<file path="src/rtl/writeback_arbiter_pkg.sv">
// Shared writeback constants (source ids, widths) and a popcount helper for the
// register-file write-port arbiter.
package writeback_arbiter_pkg;

  localparam int DATA_WIDTH_32  = 32;
  localparam int REGISTER_NUM   = 32;
  localparam int WB_NUM_SOURCES = 3;

  localparam int WB_SRC_ALU  = 0;
  localparam int WB_SRC_LOAD = 1;
  localparam int WB_SRC_CSR  = 2;

  // Up to eight sources are supported, so callers zero-extend their mask to 8 bits.
  function automatic int countOnes(input logic [7:0] v);
    int n;
    n = 0;
    for (int i = 0; i < 8; i++) begin
      n += int'(v[i]);
    end
    return n;
  endfunction

endpackage

</file>
<file path="src/rtl/writeback_arbiter_picker.sv">
// rr_priority_picker: combinational pick of the first set mask bit at or after ptr,
// wrapping; returns a one-hot grant and its encoded index.
module rr_priority_picker
  import writeback_arbiter_pkg::*;
#(
  parameter int N     = WB_NUM_SOURCES,
  parameter int IDX_W = $clog2(N)
) (
  input  logic [N-1:0]     mask,
  input  logic [IDX_W-1:0] ptr,
  output logic [N-1:0]     grant,
  output logic [IDX_W-1:0] grantIdx,
  output logic             anyGrant
);

  always_comb begin
    grant    = '0;
    grantIdx = '0;
    anyGrant = 1'b0;
    // First pass covers indices at or after ptr; the second wraps to the low ones.
    for (int i = 0; i < N; i++) begin
      if (!anyGrant && mask[i] && (i >= int'(ptr))) begin
        anyGrant = 1'b1;
        grant[i] = 1'b1;
        grantIdx = IDX_W'(i);
      end
    end
    for (int i = 0; i < N; i++) begin
      if (!anyGrant && mask[i]) begin
        anyGrant = 1'b1;
        grant[i] = 1'b1;
        grantIdx = IDX_W'(i);
      end
    end
  end

endmodule

</file>
<file path="src/rtl/writeback_arbiter.sv">
// Register-file write-port arbiter: x0 writes are absorbed, one legal write per cycle
// is registered out. WB_ARB_ROUND_ROBIN_EN selects round-robin, else fixed priority.
module writeback_arbiter
  import writeback_arbiter_pkg::*;
#(
  parameter int  NUM_REQ    = WB_NUM_SOURCES,
  parameter int  DATA_WIDTH = DATA_WIDTH_32,
  parameter int  ADDR_WIDTH = 5,
  localparam int IDX_W      = $clog2(NUM_REQ)
) (
  input  logic                            clk,
  input  logic                            reset,
  input  logic [NUM_REQ-1:0]              reqValid,
  input  logic [NUM_REQ*ADDR_WIDTH-1:0]   reqAddr,
  input  logic [NUM_REQ*DATA_WIDTH-1:0]   reqData,
  output logic [NUM_REQ-1:0]              reqReady,
  output logic                            writeEnable,
  output logic [ADDR_WIDTH-1:0]           desRegister,
  output logic [DATA_WIDTH-1:0]           writeData,
  output logic [IDX_W-1:0]                grantId,
  output logic [15:0]                     conflictCount
);

  // Handshake: source i transfers when reqValid[i] && reqReady[i]; it holds valid,
  // addr and data until then. reqReady is a function of all requests and the
  // pointer, never of a source dropping its own valid.
  logic [ADDR_WIDTH-1:0] srcAddr [NUM_REQ];
  logic [DATA_WIDTH-1:0] srcData [NUM_REQ];
  logic [NUM_REQ-1:0]    zeroMask;
  logic [NUM_REQ-1:0]    compMask;
  logic [NUM_REQ-1:0]    grantOneHot;
  logic [IDX_W-1:0]      grantIdx;
  logic [IDX_W-1:0]      pickPtr;
  logic                  anyGrant;
  logic                  multiReq;

  for (genvar g = 0; g < NUM_REQ; g++) begin : g_unpack
    assign srcAddr[g]  = reqAddr[g*ADDR_WIDTH +: ADDR_WIDTH];
    assign srcData[g]  = reqData[g*DATA_WIDTH +: DATA_WIDTH];
    assign zeroMask[g] = reqValid[g] && (srcAddr[g] == '0);
    assign compMask[g] = reqValid[g] && (srcAddr[g] != '0);
  end

  assign multiReq = countOnes(8'(compMask)) >= 2;

`ifdef WB_ARB_ROUND_ROBIN_EN
  logic [IDX_W-1:0] rrPtr;

  always_ff @(posedge clk) begin
    if (reset) begin
      rrPtr <= '0;
    end else if (anyGrant) begin
      rrPtr <= (grantIdx == IDX_W'(NUM_REQ - 1)) ? '0 : grantIdx + IDX_W'(1);
    end
  end

  assign pickPtr = rrPtr;
`else
  assign pickPtr = '0;
`endif

  rr_priority_picker #(
    .N     (NUM_REQ),
    .IDX_W (IDX_W)
  ) u_picker (
    .mask     (compMask),
    .ptr      (pickPtr),
    .grant    (grantOneHot),
    .grantIdx (grantIdx),
    .anyGrant (anyGrant)
  );

  // x0 writes complete immediately and never occupy the write port.
  assign reqReady = reset ? '0 : (zeroMask | grantOneHot);

  always_ff @(posedge clk) begin
    if (reset) begin
      writeEnable   <= 1'b0;
      desRegister   <= '0;
      writeData     <= '0;
      grantId       <= '0;
      conflictCount <= '0;
    end else begin
      writeEnable <= anyGrant;
      if (anyGrant) begin
        desRegister <= srcAddr[grantIdx];
        writeData   <= srcData[grantIdx];
        grantId     <= grantIdx;
      end
      if (multiReq && (conflictCount != 16'hFFFF)) begin
        conflictCount <= conflictCount + 16'd1;
      end
    end
  end

endmodule

</file>
<file path="config.mk">
export PLATFORM = sky130hd
export DESIGN_NAME = writeback_arbiter
export DESIGN_NICKNAME = d
export VERILOG_FILES = /design/src/rtl/writeback_arbiter_pkg.sv /design/src/rtl/writeback_arbiter_picker.sv /design/src/rtl/writeback_arbiter.sv
export SDC_FILE = /design/constraint.sdc
export NUM_CORES = 1
export LEC_CHECK = 0
export CAP_MARGIN = 30
export CORE_MARGIN = 2
export CORE_UTILIZATION = 34
export CTS_CLUSTER_DIAMETER = 150
export DETAILED_ROUTE_END_ITERATION = 10
export PLACE_DENSITY = 0.85
export SLEW_MARGIN = 40
export SYNTH_ARGS = -nofsm -noshare
export SYNTH_HDL_FRONTEND = slang
export SYNTH_SLANG_ARGS = --single-unit
</file>
<file path="constraint.sdc">
create_clock -name clk -period 2.9 [get_ports clk]
set_input_delay 0.29 -clock clk [delete_from_list [all_inputs] [get_ports clk]]
set_output_delay 0.29 -clock clk [all_outputs]
set_load 0.03 [all_outputs]
</file>
# Yosys cells after proc, flatten, opt, wreduce, memory -nomap -nowiden
# Index checks and enable logic that the tools add are counted.
# classes
n_lt_le_gt_ge,2
bitwise_logic,2
mux,23
n_eq_ne,1
add_sub_neg,3
n_reduce_logical,23
# op_table
cell,n
$bmux 32 s2,1
$mux 32,2
$add 16x1->16 const B,1
$ne 16x16->1 const B,1
$logic_not 5->1,3
$reduce_bool 5->1,3
$logic_and 1x1->1,12
$mux 1,12
$bmux 5 s2,1
$mux 5,2
$mux 2,4
$logic_not 1->1,5
$add 2x1->3,1
$ge 3x2->1 const B,1
$ge 3x3->1 const B,1
$mux 3,1
$not 2->3,1
$or 3x3->3,1
$add 1x1->2,1
# totals
reg_bits,56
output_inout_bits,59

# Depth between registers and ports, before layout
# Gate-level depths: netlist of run 1.
# depth
ltp_word,22
ltp_mapped,11
ltp_nobuf,9

# Cells and area by module
# From an unflattened synthesis of run 1, not the netlist that was laid out.
# unflattened
hier_cells,382
area_unflattened_um2,3119.2
# by_module_without_submodules
mod,area_each_um2,instances,cells_per_inst
writeback_arbiter,3019.1,1,368
rr_priority_picker,100.1,1,14

# Worst setup path after synthesis of run 1
# No wires, ideal clock.
# synth_timing
path_type,input port to flip-flop
start,input reqAddr[1]
end,register conflictCount[9]
t_arrival_ns,3.014
path_buffers,2
cell_stages,11
path_slack_ns,-0.185
setup_time_ns,0.071
required_time_ns,2.829
path_cell_list,or4_1 -> o21ai_4 -> inv_2 -> clkbuf_1 -> ha_1 -> a21oi_1 -> a21o_1 -> or3_1 -> buf_2 -> or4_1 -> a21oi_1
# synth_between
elab_chain_len,6
# synth_rtl
element,line,rtl
"start, declared",writeback_arbiter.sv:14,"input logic [NUM_REQ*ADDR_WIDTH-1:0] reqAddr,"
$reduce_bool 5->1,writeback_arbiter.sv:41,assign compMask[g] = reqValid[g] && (srcAddr[g] != '0);
$logic_and 1x1->1,writeback_arbiter.sv:41,
$add 1x1->2,writeback_arbiter_pkg.sv:18,n += int'(v[i]);
$add 2x1->3,writeback_arbiter_pkg.sv:18,
$ge 3x2->1,writeback_arbiter.sv:44,assign multiReq = countOnes(8'(compMask)) >= 2;
$logic_and 1x1->1,writeback_arbiter.sv:90,if (multiReq && (conflictCount != 16'hFFFF)) begin
"end signal, assigned",writeback_arbiter.sv:91,conflictCount <= conflictCount + 16'd1;
"end, declared",writeback_arbiter.sv:21,output logic [15:0] conflictCount
# No other way between the ends.
# A chain may end at the register's enable or synchronous reset.

# Worst setup path in the final report of run 1
# layout_timing
start,input reqAddr[4]
end,register conflictCount[13]
# Same word-level chain as after synthesis.

==> results of run 1 <==
## worst max-delay path, stage by stage
cell                              delay, ns
sky130_fd_sc_hd__clkdlybuf4s50_1       0.42
sky130_fd_sc_hd__or4_4                 0.57
sky130_fd_sc_hd__o21ai_4               0.20
sky130_fd_sc_hd__inv_4                 0.05
sky130_fd_sc_hd__ha_4                  0.25
sky130_fd_sc_hd__a21oi_1               0.05
sky130_fd_sc_hd__a21o_1                0.18
sky130_fd_sc_hd__or3_1                 0.35
sky130_fd_sc_hd__buf_4                 0.17
sky130_fd_sc_hd__or3_1                 0.30
sky130_fd_sc_hd__a21oi_1               0.15
## state kept, by name (all words and copies together) (netlist names)
| register | cells |
|---|---|
| conflictCount | 16 |
| desRegister | 5 |
| writeData | 32 |
| writeEnable | 1 |
| grantId | 2 |
## per-layer routing
metal / routed length, um / up-vias / GRT usage
met3: 956 / 15 / 0.0665
met1: 4770 / 1683 / 0.299
met5: 0 / - / 0
met2: 5700 / 161 / 0.408
met4: 167 / 0 / 0.0639
li1: - / 1675 / -
## power breakdown
group | switching, mW | internal (mW) | total, mW | leakage (nW)
Clock | 0.242 | 0.165 | 0.407 | 0.0410
Sequential | 0.0283 | 0.818 | 0.846 | 0.462
Combinational | 0.294 | 0.308 | 0.602 | 1.29
## layout make-up
class	count	area, um2
clock buffers	6	72.6
clock inverters	1	5.00
fillers	721	3340
inverters	2	10.0
multi-input cells	274	1710
flip-flops and latches	56	1120
well taps	105	131
repair buffers	192	1870
## kinds of logic after synthesis
logic type	count (synthesis)
AOI/OAI and AO/OA	156
and+or+nand+nor	106
DFF	56
buffers and inverters	30
xor gates and xnor gates	9
adders and majority gates	2
muxes	1
## metrics by stage
| stage | setup TNS, ns | hold slack (ns) | worst slack [ns] |
|---|---|---|---|
| detailed placement | -1.03 | 0.447 | -0.183 |
| finish | 0 | 0.328 | 0.139 |
| floorplan | 0 | 0.405 | 0.00231 |
| global placement | -0.356 | 0.436 | -0.0921 |
| CTS | 0 | 0.319 | 0.148 |
| global route | 0 | 0.334 | 0.0259 |
## worst max path at each step
stage	start	to	slack, ns	cells past startpoint
2_1_floorplan	reqAddr[4]	conflictCount[9]	0.002	11
3_3_place_gp	reqAddr[4]	conflictCount[11]	-0.09	10
3_5_place_dp	reqAddr[4]	conflictCount[11]	-0.18	10
4_1_cts	reqAddr[4]	conflictCount[11]	0.15	10
5_1_grt	reqAddr[4]	conflictCount[13]	0.03	11
6_report	reqAddr[4]	conflictCount[13]	0.14	11
## cell usage in the layout (no fill, tap or decap), types with 2 or more instances in the layout
cell type / n
sky130_fd_sc_hd__a32oi_1: 2
sky130_fd_sc_hd__o31ai_1: 7
sky130_fd_sc_hd__a22oi_1: 2
sky130_fd_sc_hd__nor4_1: 5
sky130_fd_sc_hd__nor3b_1: 2
sky130_fd_sc_hd__nand3_1: 4
sky130_fd_sc_hd__nor3_1: 9
sky130_fd_sc_hd__buf_4: 20
sky130_fd_sc_hd__a31oi_1: 2
sky130_fd_sc_hd__o21ai_0: 33
sky130_fd_sc_hd__or3_1: 3
sky130_fd_sc_hd__or4_1: 2
sky130_fd_sc_hd__o22ai_1: 2
sky130_fd_sc_hd__a21oi_1: 37
sky130_fd_sc_hd__nand4_1: 5
sky130_fd_sc_hd__clkbuf_8: 5
sky130_fd_sc_hd__nand2_1: 15
sky130_fd_sc_hd__nor2b_1: 3
sky130_fd_sc_hd__a221oi_1: 7
sky130_fd_sc_hd__clkdlybuf4s50_1: 171
sky130_fd_sc_hd__nor2_1: 22
sky130_fd_sc_hd__a21o_1: 29
sky130_fd_sc_hd__xnor2_1: 9
sky130_fd_sc_hd__dfxtp_1: 56
sky130_fd_sc_hd__o21ai_1: 30
sky130_fd_sc_hd__nand3b_1: 28
==> tab_implementation.tex, run 1 <==
\begin{tabular}{lr}
\hline
Metric & Value \\
\hline
\multicolumn{2}{l}{\textbf{Layout}} \\
Fin area & between 4000 and 5000 um2 \\
Area overhead of the layout relative to synthesis & 68.2\% \\
Final standard cell count with taps included and fillers excluded & 636 \\
ANT cells & 0 \\
Layout cell share with drive strength beyond 1 & 0.0716 \\
Fin nets & between 600 and 700 \\
Final core area utilization & 0.595 \\
\multicolumn{2}{l}{\textbf{Setup path}} \\
Required time worst endpoint & roughly 3.1 ns \\
Reg-to-Reg End & conflictCount[8] \\
FF-to-FF Start & conflictCount[0] \\
Peak fanout along the critical path & 4 \\
Crit Path Category & in2reg \\
Cell count of the worst reg-to-reg path & 6 \\
Register-to-register setup slack & 0.96 ns \\
Critical path launch point type & input port \\
CP Data Arrival Time & 2.99 ns \\
Endpoint kind of the worst setup timing path & register \\
\multicolumn{2}{l}{\textbf{Yosys}} \\
Synthesized netlist net count & around 480 \\
Yosys top cell area share & 0.384 \\
Cell variety after synth & 41 \\
Most frequent cells after synthesis & sky130\_fd\_sc\_hd\_\_dfxtp\_1, sky130\_fd\_sc\_hd\_\_a21oi\_1, sky130\_fd\_sc\_hd\_\_o21ai\_0 \\
Netlist area before placement & 2920 um2 \\
Synthesis-stage register bit count & 56 \\
Synth Area in XOR/XNOR & 0.0270 \\
Count leader, synth & sky130\_fd\_sc\_hd\_\_dfxtp\_1 \\
Number of enable-type register cells in the synthesized netlist & 0 \\
Largest family of logic cells by synthesized area & compound AO/OA/AOI/OAI gates \\
Post-synthesis area per instance & approximately 8.1 um2 \\
Area leader, netlist & sky130\_fd\_sc\_hd\_\_dfxtp\_1 \\
Portion of netlist area occupied by mux cells & 0.00385 \\
Number of instances in the synthesized netlist & 360 \\
Proportion of synthesized chip area in sequential cells & 0.384 \\
Post-synth ARST share & 0 \\
Synthesized-area fraction occupied by and/or/nand/nor cells & 0.211 \\
Number of synthesis warnings & 0 \\
Complex-gate fraction of the synthesized area & 0.326 \\
Top cells by area, synth & sky130\_fd\_sc\_hd\_\_dfxtp\_1, sky130\_fd\_sc\_hd\_\_a21o\_1, sky130\_fd\_sc\_hd\_\_nand3b\_1, sky130\_fd\_sc\_hd\_\_a21oi\_1, sky130\_fd\_sc\_hd\_\_o21ai\_0 \\
Post-synthesis share of cell area spent on full adders, half adders and majority gates & 0.00856 \\
Dominant synthesized flop cell & sky130\_fd\_sc\_hd\_\_dfxtp\_1 \\
\multicolumn{2}{l}{\textbf{Clock network}} \\
Maximum level of the CTS H-tree & 2 \\
Reg clk slew, reported paths & about 0.10 ns \\
Hold-fix buffer count after cts & 0 \\
CTS max path bufs & 2 \\
CTS tree & built \\
Source-to-sink clock delay at the later pin of the worst-skew pair & around 0.30 ns \\
Clock sink count & 56 \\
Clock buffer count from CTS & 5 \\
CTS root buffer & sky130\_fd\_sc\_hd\_\_clkbuf\_8 \\
Post-CTS Repair Setup Buffers & 0 \\
Number of cells upsized or downsized after cts & 0 \\
\multicolumn{2}{l}{\textbf{Placement}} \\
Number of cells after detailed placement & between 600 and 700 \\
IO Port Bufs & 174 \\
RD Place Congestion & 0.940 \\
Post-detailed-placement cell area & slightly below 5000 um2 \\
Final HPWL from detailed placement & $\sim$8500 um \\
\multicolumn{2}{l}{\textbf{Die}} \\
I/O Pins & between 150 and 200 \\
Core region area & 8260 um2 \\
Die extent in x & approximately 97 um \\
Initial core utilization & 0.354 \\
Number of core rows & 33 \\
Y dimension of the die & 96.7 um \\
Floorplan die area & between 9000 and 10,000 um2 \\
\multicolumn{2}{l}{\textbf{Routing}} \\
First-pass detailed-route iteration total & 4 \\
Via count & 3,534 \\
Number of violations reported at the end of detailed-routing iteration 0 & about 150 \\
DRT Wirelength & around 12,000 um \\
Via density per instance & roughly 5.6 \\
DRC viols & 0 \\
Antenna Nets Post-Route & 0 \\
Final routed wire length divided by cell count & 18.2 um \\
\multicolumn{2}{l}{\textbf{Min path}} \\
Hold worst-path end & desRegister[1] \\
Worst min-delay path class & in2reg \\
Min-Delay Path Depth & 4 \\
Start point of the worst min-delay path & reset \\
\multicolumn{2}{l}{\textbf{STA}} \\
Final period demand of the worst path & around 2.8 ns \\
Setup repair after global routing missed its margin & false \\
Period Utilization, post-route & 0.952 \\
Clk\_skew & roughly 0.0023 ns \\
Final Slew Violations & 0 \\
Upper clock frequency limit & between 300 and 400 MHz \\
Setup violations, final & 0 \\
Max-Slew Margin vs Limit & 0.552 \\
Actual transition at the worst max-transition pin & $\sim$0.67 ns \\
Endpoints failing hold & 0 \\
\multicolumn{2}{l}{\textbf{Global routing}} \\
Total GRT Usage & 0.240 \\
Number of antenna violations at the first check in global routing & 0 \\
Number of global-route vias before repair & 3,568 \\
Wire length of the first global-routing pass & 18,400 um \\
Largest net degree at the start of global routing & 58 \\
Final global-route overflow total & 0 \\
\multicolumn{2}{l}{\textbf{Run status}} \\
Run status & complete, no violations \\
\multicolumn{2}{l}{\textbf{Power and ir drop}} \\
Ratio of total power to cell area & between 300 and 400 nW/um2 \\
Maximum ir drop on the vdd rail & between 0.00015 and 0.0002 V \\
Static leakage & roughly 1.8 nW \\
Overall Power & between 1.5 and 2 mW \\
\multicolumn{2}{l}{\textbf{Job}} \\
Total of max-cap violations & 0 \\
\hline
\end{tabular}
No activity file was read; power rests on OpenSTA's default activity.
==> run 2: changes to the inputs <==
- CORE_ASPECT_RATIO: default -> 1.25
- TNS_END_PERCENT: default -> 20
==> tab_implementation.tex, run 2 (synthesized netlist as in run 1, its figures left out) <==
\begin{tabular}{lr}
\hline
Metric & Value \\
\hline
\multicolumn{2}{l}{\textbf{Routing}} \\
Final routed wire length divided by cell count & 17.0 um \\
DRT Wirelength & 10,700 um \\
Antenna Nets Post-Route & 0 \\
Via count & about 3,500 \\
Via density per instance & between 5 and 6 \\
DRC viols & 0 \\
First-pass detailed-route iteration total & 5 \\
Number of violations reported at the end of detailed-routing iteration 0 & between 150 and 200 \\
\multicolumn{2}{l}{\textbf{Setup path}} \\
Slowest library cell on the worst path & sky130\_fd\_sc\_hd\_\_or4\_4 \\
Critical path launch point type & input port \\
Crit Path Category & in2reg \\
Crit. path cell count & 10 \\
Critical path's top delay family & simple AND/OR/NAND/NOR gates \\
Peak fanout along the critical path & 4 \\
Slowest cell delay on critical path & between 0.5 and 0.6 ns \\
Required time worst endpoint & 3.13 ns \\
Cell count of the worst reg-to-reg path & 6 \\
Total buffers and inverters traversed by the critical path & 2 \\
CP Data Arrival Time & roughly 3.1 ns \\
Cells along the critical path & clkdlybuf4s50\_1, or4\_4, o21ai\_4, inv\_4, ha\_4, a21oi\_1, a21o\_1, or3\_1, or4\_1, a21oi\_1 \\
Library cell appearing most often on the critical path & sky130\_fd\_sc\_hd\_\_a21oi\_1 \\
Endpoint kind of the worst setup timing path & register \\
\multicolumn{2}{l}{\textbf{STA}} \\
Final Slew Violations & 0 \\
Clk\_skew & between 0.005 and 0.006 ns \\
Actual transition at the worst max-transition pin & about 0.63 ns \\
Period Utilization, post-route & 0.972 \\
Final period demand of the worst path & between 2 and 3 ns \\
Max-Slew Margin vs Limit & 0.582 \\
Worst hold margin & between 0.3 and 0.4 ns \\
Setup violations, final & 0 \\
Setup repair after global routing missed its margin & false \\
Upper clock frequency limit & roughly 350 MHz \\
Endpoints failing hold & 0 \\
\multicolumn{2}{l}{\textbf{Job}} \\
Total of max-cap violations & 0 \\
\multicolumn{2}{l}{\textbf{Global routing}} \\
Number of antenna violations at the first check in global routing & 0 \\
Total GRT Usage & 0.222 \\
Largest net degree at the start of global routing & between 40 and 50 \\
Wire length of the first global-routing pass & around 17,000 um \\
Final global-route overflow total & 0 \\
Number of global-route vias before repair & approximately 3,600 \\
\multicolumn{2}{l}{\textbf{Layout}} \\
Fin nets & 649 \\
Largest registers & writeData (32), conflictCount (16), desRegister (5) \\
Commonest non-fill, non-tap cell in the layout & sky130\_fd\_sc\_hd\_\_clkdlybuf4s50\_1 \\
Register name with the most flops & writeData \\
Area overhead of the layout relative to synthesis & 68.7\% \\
Layout cell share with drive strength beyond 1 & 0.0714 \\
Number of flip-flops in the largest register & 32 \\
Commonest cells after routing, fill and taps aside & sky130\_fd\_sc\_hd\_\_clkdlybuf4s50\_1, sky130\_fd\_sc\_hd\_\_dfxtp\_1, sky130\_fd\_sc\_hd\_\_a21oi\_1, sky130\_fd\_sc\_hd\_\_o21ai\_0, sky130\_fd\_sc\_hd\_\_o21ai\_1 \\
ANT cells & 0 \\
\multicolumn{2}{l}{\textbf{Clock network}} \\
Clock sink count & 56 \\
Source-to-sink clock delay at the later pin of the worst-skew pair & 0.30 ns \\
CTS max path bufs & 2 \\
Maximum level of the CTS H-tree & 2 \\
Clock buffer count from CTS & 5 \\
Hold-fix buffer count after cts & 0 \\
Number of cells upsized or downsized after cts & 0 \\
Reg clk slew, reported paths & approximately 0.10 ns \\
CTS root buffer & sky130\_fd\_sc\_hd\_\_clkbuf\_8 \\
CTS tree & built \\
Post-CTS Repair Setup Buffers & 0 \\
\multicolumn{2}{l}{\textbf{Die}} \\
Number of core rows & 37 \\
I/O Pins & approximately 180 \\
Die extent in x & approximately 87 um \\
Initial core utilization & 0.353 \\
Core region area & between 8000 and 9000 um2 \\
Y dimension of the die & approximately 110 um \\
Floorplan die area & just over 9000 um2 \\
\multicolumn{2}{l}{\textbf{Placement}} \\
IO Port Bufs & 174 \\
RD Place Congestion & approximately 0.86 \\
Final HPWL from detailed placement & between 7000 and 8000 um \\
\multicolumn{2}{l}{\textbf{Power and ir drop}} \\
Maximum ir drop on the vdd rail & approximately 0.00023 V \\
Static leakage & 1.80 nW \\
Ratio of total power to cell area & between 300 and 400 nW/um2 \\
Overall Power & between 1.5 and 2 mW \\
\multicolumn{2}{l}{\textbf{Min path}} \\
Worst min-delay path class & in2reg \\
Min-Delay Path Depth & 2 \\
\multicolumn{2}{l}{\textbf{Run status}} \\
Run status & complete, no violations \\
\hline
\end{tabular}
[run 2: metal layers]
metal | track usage | vias to the layer above | part of all wire
met2 | 0.411 | 138 | 0.53
met1 | 0.257 | 1663 | 0.40
met5 | 0 | - | 0
met3 | 0.0330 | 15 | 0.053
met4 | 0.0658 | 0 | 0.017
li1 | - | 1675 | -
[run 2: final cells by class]
type,instances,area [um2]
clock buffers,8,90.1
repair buffers,192,1880
well taps,97,121
multi-input cells,274,1710
fillers,702,3350
flip-flops and latches,56,1120
inverters,2,10.0
[run 2: path summary, 6_finish.rpt]
kind	end	startpoint	slack (ns)
hold reg to reg	writeData[20]	writeData[20]	0.46
setup reg to reg	conflictCount[8]	conflictCount[0]	1.02
setup / recovery	conflictCount[11]	reqAddr[4]	0.08
hold / removal	conflictCount[4]	reset	0.36
[run 2: where the power goes]
group / switching [mW] / internal, mW
Clock: 0.247 / 0.196
Sequential: 0.0278 / 0.818
Combinational: 0.287 / 0.309
[run 2: stage by stage]
step	setup TNS, ns	instances	cell area [um2]	util	setup WS [ns]
after floorplan	0	360	2960	-	0.00231
after global placement	-0.492	621	4840	0.584	-0.120
after detailed placement	-0.972	621	4840	0.584	-0.224
after CTS	0	629	4930	0.595	0.0941
after global routing	0	629	4930	0.595	0.00428
final	0	629	4930	0.595	0.0808
